`src/rtl/calc_pkg.sv`:
```
// Shared opcodes, error codes, widths and the scheduler state encoding for the calculator datapath.
package calc_pkg;

  localparam int unsigned OPND_W = 16;
  localparam int unsigned RES_W  = 32;

  localparam logic [1:0] OP_ADD = 2'd0;
  localparam logic [1:0] OP_SUB = 2'd1;
  localparam logic [1:0] OP_MUL = 2'd2;
  localparam logic [1:0] OP_DIV = 2'd3;

  localparam logic [1:0] ERR_OK      = 2'd0;
  localparam logic [1:0] ERR_DIV0    = 2'd1;
  localparam logic [1:0] ERR_TIMEOUT = 2'd2;

  typedef enum logic [1:0] {
    ST_IDLE  = 2'd0,
    ST_ISSUE = 2'd1,
    ST_WAIT  = 2'd2,
    ST_RESP  = 2'd3
  } state_e;

  // 17-bit add/subtract; ADD zero-extends the carry, SUB sign-extends the borrow.
  function automatic logic [RES_W-1:0] addsub_result(
    input logic              is_sub,
    input logic [OPND_W-1:0] a,
    input logic [OPND_W-1:0] b
  );
    logic [OPND_W:0] r;
    if (is_sub) begin
      r = {1'b0, a} - {1'b0, b};
      return {{(RES_W-OPND_W-1){r[OPND_W]}}, r};
    end else begin
      r = {1'b0, a} + {1'b0, b};
      return {{(RES_W-OPND_W-1){1'b0}}, r};
    end
  endfunction

endpackage

```
`src/rtl/alu_op_scheduler_op_timer.sv`:
```
// Clear/enable cycle counter; expired flags the last permitted WAIT cycle.
module op_timer #(
  parameter int unsigned TIMEOUT_CYC = 64,
  parameter int unsigned TO_W        = 7
) (
  input  logic clk,
  input  logic rst,
  input  logic clear,
  input  logic enable,
  output logic expired
);

  logic [TO_W-1:0] count_q, count_d;

  always_comb begin
    count_d = count_q;
    if (clear) begin
      count_d = '0;
    end else if (enable) begin
      count_d = count_q + 1'b1;
    end
  end

  always_ff @(posedge clk or posedge rst) begin
    if (rst) begin
      count_q <= '0;
    end else begin
      count_q <= count_d;
    end
  end

  assign expired = enable && (count_q == TO_W'(TIMEOUT_CYC - 1));

endmodule

```
`src/rtl/alu_op_scheduler.sv`:
```
// One-at-a-time operation sequencer: ADD/SUB in-block, MUL/DIV via external start/done units.
module alu_op_scheduler
  import calc_pkg::*;
#(
  parameter int unsigned TIMEOUT_CYC = 64,
  parameter int unsigned TO_W        = 7
) (
  input  logic              clk,
  input  logic              rst,
  input  logic              req_valid,
  output logic              req_ready,
  input  logic [1:0]        req_op,
  input  logic [OPND_W-1:0] req_a,
  input  logic [OPND_W-1:0] req_b,
  output logic              rsp_valid,
  input  logic              rsp_ready,
  output logic [RES_W-1:0]  rsp_data,
  output logic [1:0]        rsp_err,
  output logic              busy,
  output logic              mul_start,
  output logic [OPND_W-1:0] mul_a,
  output logic [OPND_W-1:0] mul_b,
  input  logic              mul_done,
  input  logic [RES_W-1:0]  mul_result,
  output logic              div_start,
  output logic [OPND_W-1:0] div_m,
  output logic [OPND_W-1:0] div_q,
  input  logic              div_done,
  input  logic [RES_W-1:0]  div_result
);

  state_e            state_q, state_d;
  logic [1:0]        op_q, op_d;
  logic [OPND_W-1:0] mul_a_q, mul_a_d, mul_b_q, mul_b_d;
  logic [OPND_W-1:0] div_m_q, div_m_d, div_q_q, div_q_d;
  logic              rsp_valid_q, rsp_valid_d;
  logic [RES_W-1:0]  rsp_data_q, rsp_data_d;
  logic [1:0]        rsp_err_q, rsp_err_d;
  logic              mul_start_q, mul_start_d;
  logic              div_start_q, div_start_d;
  logic              accept, fast_path, sel_done, expired;

  assign accept    = (state_q == ST_IDLE) && req_valid;
  assign fast_path = (req_op == OP_ADD) || (req_op == OP_SUB) ||
                     ((req_op == OP_DIV) && (req_b == '0));
  // Only the unit actually started is listened to; the other's done is ignored.
  assign sel_done  = (op_q == OP_MUL) ? mul_done : div_done;

  op_timer #(
    .TIMEOUT_CYC(TIMEOUT_CYC),
    .TO_W       (TO_W)
  ) u_op_timer (
    .clk    (clk),
    .rst    (rst),
    .clear  (state_q == ST_ISSUE),
    .enable (state_q == ST_WAIT),
    .expired(expired)
  );

  always_ff @(posedge clk or posedge rst) begin
    if (rst) begin
      state_q <= ST_IDLE;
    end else begin
      state_q <= state_d;
    end
  end

  always_comb begin
    state_d = state_q;
    unique case (state_q)
      ST_IDLE:  if (accept) state_d = fast_path ? ST_RESP : ST_ISSUE;
      ST_ISSUE: state_d = ST_WAIT;
      ST_WAIT:  if (sel_done || expired) state_d = ST_RESP;
      ST_RESP:  if (rsp_ready) state_d = ST_IDLE;
      default:  state_d = ST_IDLE;
    endcase
  end

  always_comb begin
    op_d        = op_q;
    mul_a_d     = mul_a_q;
    mul_b_d     = mul_b_q;
    div_m_d     = div_m_q;
    div_q_d     = div_q_q;
    rsp_valid_d = rsp_valid_q;
    rsp_data_d  = rsp_data_q;
    rsp_err_d   = rsp_err_q;
    mul_start_d = 1'b0;
    div_start_d = 1'b0;
    unique case (state_q)
      ST_IDLE: begin
        if (accept) begin
          op_d = req_op;
          if (req_op == OP_MUL) begin
            mul_a_d = req_a;
            mul_b_d = req_b;
          end
          if (req_op == OP_DIV) begin
            div_m_d = req_b;
            div_q_d = req_a;
          end
          if (fast_path) begin
            rsp_valid_d = 1'b1;
            if (req_op == OP_DIV) begin
              rsp_data_d = {req_a, {OPND_W{1'b1}}};
              rsp_err_d  = ERR_DIV0;
            end else begin
              rsp_data_d = addsub_result(req_op == OP_SUB, req_a, req_b);
              rsp_err_d  = ERR_OK;
            end
          end else begin
            mul_start_d = (req_op == OP_MUL);
            div_start_d = (req_op == OP_DIV);
          end
        end
      end
      ST_WAIT: begin
        if (sel_done) begin
          rsp_valid_d = 1'b1;
          rsp_data_d  = (op_q == OP_MUL) ? mul_result : div_result;
          rsp_err_d   = ERR_OK;
        end else if (expired) begin
          rsp_valid_d = 1'b1;
          rsp_data_d  = '0;
          rsp_err_d   = ERR_TIMEOUT;
        end
      end
      ST_RESP: if (rsp_ready) rsp_valid_d = 1'b0;
      default: ;
    endcase
  end

  always_ff @(posedge clk or posedge rst) begin
    if (rst) begin
      op_q        <= OP_ADD;
      mul_a_q     <= '0;
      mul_b_q     <= '0;
      div_m_q     <= '0;
      div_q_q     <= '0;
      rsp_valid_q <= 1'b0;
      rsp_data_q  <= '0;
      rsp_err_q   <= ERR_OK;
      mul_start_q <= 1'b0;
      div_start_q <= 1'b0;
    end else begin
      op_q        <= op_d;
      mul_a_q     <= mul_a_d;
      mul_b_q     <= mul_b_d;
      div_m_q     <= div_m_d;
      div_q_q     <= div_q_d;
      rsp_valid_q <= rsp_valid_d;
      rsp_data_q  <= rsp_data_d;
      rsp_err_q   <= rsp_err_d;
      mul_start_q <= mul_start_d;
      div_start_q <= div_start_d;
    end
  end

  assign req_ready = (state_q == ST_IDLE);
  assign busy      = (state_q != ST_IDLE);
  assign rsp_valid = rsp_valid_q;
  assign rsp_data  = rsp_data_q;
  assign rsp_err   = rsp_err_q;
  assign mul_start = mul_start_q;
  assign mul_a     = mul_a_q;
  assign mul_b     = mul_b_q;
  assign div_start = div_start_q;
  assign div_m     = div_m_q;
  assign div_q     = div_q_q;

endmodule

```
`config.mk`:
```
export PLATFORM = sky130hd
export DESIGN_NAME = alu_op_scheduler
export DESIGN_NICKNAME = d
export VERILOG_FILES = /design/src/rtl/calc_pkg.sv /design/src/rtl/alu_op_scheduler_op_timer.sv /design/src/rtl/alu_op_scheduler.sv
export SDC_FILE = /design/constraint.sdc
export NUM_CORES = 1
export LEC_CHECK = 0
export ABC_AREA = 1
export ABC_CLOCK_PERIOD_IN_PS = 11500
export BUFFER_PORTS_ARGS = -buffer_cell sky130_fd_sc_hd__buf_2
export CAP_MARGIN = 20
export CELL_PAD_IN_SITES_DETAIL_PLACEMENT = 2
export CELL_PAD_IN_SITES_GLOBAL_PLACEMENT = 2
export CORE_ASPECT_RATIO = 1.4
export CORE_UTILIZATION = 30
export DETAILED_ROUTE_END_ITERATION = 6
export PLACE_DENSITY = 0.83
export SYNTH_ARGS = -nofsm -noshare
export SYNTH_HDL_FRONTEND = slang
export SYNTH_SLANG_ARGS = --single-unit
```
`constraint.sdc`:
```
create_clock -name clk -period 11.5 [get_ports clk]
set_clock_uncertainty 0.05 [all_clocks]
set_input_delay 3.45 -clock clk [delete_from_list [all_inputs] [get_ports clk]]
set_output_delay 3.45 -clock clk [all_outputs]
set_load 0.02 [all_outputs]
```
==> metrics.cfg <==
[placement]
placed_area_mm2=0.008267
routabilityCongestion=0.8090
port-buffer-count=206
dp_cells=1465
dp_hpwl_um=23570

[synthesis]
syn_area_per_cell_um2=7.035
netlist_instances=1000
synth_top_cell_area_share_pct=39.84
synth_enable_flop_cells=0
synth_area_mm2=0.007035
ys_seq_area_share_pct=39.84
ys_types=36
synth_seq_cells=112
synthTopCellsByArea=dfrtp_1, nand2_1, ha_1
ys.flop_type=dfrtp_1
synth_warnings=0
syn_nets=1143
synth_top_area_cell=dfrtp_1
async_reset_ff_share_pct=100.0

[timing]
final_hold_viol_count=0
slew_viol_final=0
min_period_over_period_pct=47.16
hold_ws_ns=0.4231
rsz0062_at_grt=false
worst_slew_pin_slew_ns=1.006
slew_headroom_pct=32.95
max_freq_ghz=0.1844
fin_tns_setup_ns=0
setup_viol=0
fin_crit_ns=5.423

[finish]
nFillCells=2823
design_area_mm2=0.008569
drive_gt1_share_pct=21.02
area_growth_pct=21.80
finalNonFillerCells=1482
final_nets=1318

[critical_path]
rrSetupSlack_ns=8.35
worstPathArrival_ns=5.67
cp-end-kind=flip-flop
path_class=in -> reg
reg2reg_depth=10
r2r-start=op_q[1]
crit_path_end=rsp_data[24]
cp_max_fo=22
r2r-end=rsp_data[24]
crit_path_start_kind=input port
crit_start=req_op[0]
worstPathRequired_ns=11.74

[grt]
overflow=0
grt_pass1_vias=8117
grt_max_degree=63
antenna_found_initial=1
track_usage_pct=24.88
grt_pass1_wl_um=45650

[die]
coreArea_mm2=0.02277
initial_core_util_pct=30.90
pin_count=207
die_h_um=183.2
die_area_mm2=0.02408
die_w_um=131.4
num_rows=65

[detailed_routing]
routed.top_layer=met4
vias=7484
first_pass_iters=4
antenna_left=0
drc=0
routed_wl_um=29300
drt-vias-per-instance=5.050
wl_met1_um=11770
post_drt_wl_per_cell_um=19.77
wl_met2_um=15520
drtIter0Drc=300
wl_met3_um=831

[cts]
cts-root-buf=clkbuf_16
clk_latency_ns=0.37
path_clk_slew_ns=0.09
post-cts-setup-buffer-count=0
numCtsBuffers=9
h-tree-depth=3
cts_tree=yes
clock_sinks=112
cts_buffer_depth=2
hold_buffers=0
cts_resized=0

[power]
power.total_mw=2.142
powerDensity_mw_per_mm2=250.0
p_leak_nw=4.687
ir_drop_mv=0.1005

[flow_run]
maxCapViolations=0

[outcome]
status=completed

[min_path]
min_path_type=reg -> reg

[routing by layer]
| metal | vias to the layer above | global-route usage, % |
|---|---|---|
| met5 | - | 0 |
| met3 | 47 | 2.985 |
| met2 | 156 | 46.37 |
| met4 | 0 | 11.67 |
| li1 | 3558 | - |
| met1 | 3723 | 28.01 |
[placed cells by master, fill, tap and decap left out, drive strengths merged]
| master | instances |
|---|---|
| o21ai | 84 |
| fa | 2 |
| nand3 | 75 |
| buf | 208 |
| nand2 | 293 |
| inv | 116 |
| nor3 | 24 |
| diode | 1 |
| a21o | 1 |
| and2 | 2 |
| o21a | 2 |
| clkinv | 6 |
| nand4 | 8 |
| mux2 | 6 |
| nor4 | 2 |
| ha | 37 |
| dfrtp | 112 |
| nor2 | 101 |
| a21oi | 78 |
| o22ai | 2 |
| o21bai | 3 |
| clkbuf | 9 |
| nand3b | 1 |
| a31oi | 4 |
| mux2i | 1 |
| o211ai | 3 |
[synthesized netlist by cell type (6+ instances only)]
cell type,n
a21oi_1,78
inv_2,6
o21ai_0,77
nand4_1,8
ha_1,37
inv_1,107
clkbuf_1,29
dfrtp_1,112
nand2_1,289
nand3_1,74
buf_2,11
nor2_1,98
nor3_1,23
o21ai_1,6
mux2_2,6
[cell families after synthesis]
kind of cell | synth area share, %
adder cells (fa/ha/maj) | 7.149
multiplexers | 1.103
buffers and inverters | 8.928
flip-flops | 39.84
AO/OA/AOI/OAI | 13.07
AND/OR/NAND/NOR | 29.91
[sequential cells by signal, indices dropped and copies added (netlist names)]
register            count
rsp_data               32
mul_a                  16
rsp_valid               1
rsp_err                 2
op_q                    2
mul_start               1
div_q                  16
div_start               1
mul_b                  16
u_op_timer.count_q      7
div_m                  16
state_q                 2
[worst min path at each step]
stage,from,to,cells after the start
global route,mul_a[13],mul_a[13],2
CTS,mul_a[13],mul_a[13],2
detailed placement,mul_a[13],mul_a[13],2
finish,mul_a[13],mul_a[13],2
floorplan,op_q[0],op_q[0],2
global placement,div_q[13],div_q[13],2
[through the flow]
stage	util, %	worst slack (ns)
after floorplan	-	5.041
after global placement	36.30	5.833
after detailed placement	36.30	5.712
after CTS	37.62	6.098
after global routing	37.63	5.793
final	37.63	6.077
[power breakdown]
group,internal (mW),switching [mW]
logic,0.339,0.785
registers,0.577,0.119
clock network,0.154,0.169
total,1.07,1.07
[final cells by class]
| type | instances | area (µm²) | share of cell area (%) |
|---|---|---|---|
| inverter | 115 | 436.7 | 5.096 |
| antenna | 1 | 2.502 | 0.02920 |
| multi-input combinational | 729 | 3605 | 42.06 |
| clock buffer | 9 | 225.2 | 2.628 |
| clock inverter | 7 | 75.07 | 0.8760 |
| tap | 301 | 376.6 | 4.395 |
| sequential | 112 | 2803 | 32.71 |
| timing repair buffer | 208 | 1046 | 12.21 |
[critical path: stages]
cell	delay [ns]
buf_2	0.13
inv_2	0.05
nor2_2	0.74
inv_2	0.32
nor3_1	0.22
o211ai_1	0.13
a21o_1	0.37
a31oi_1	0.24
No activity file was read; power rests on OpenSTA's default activity.
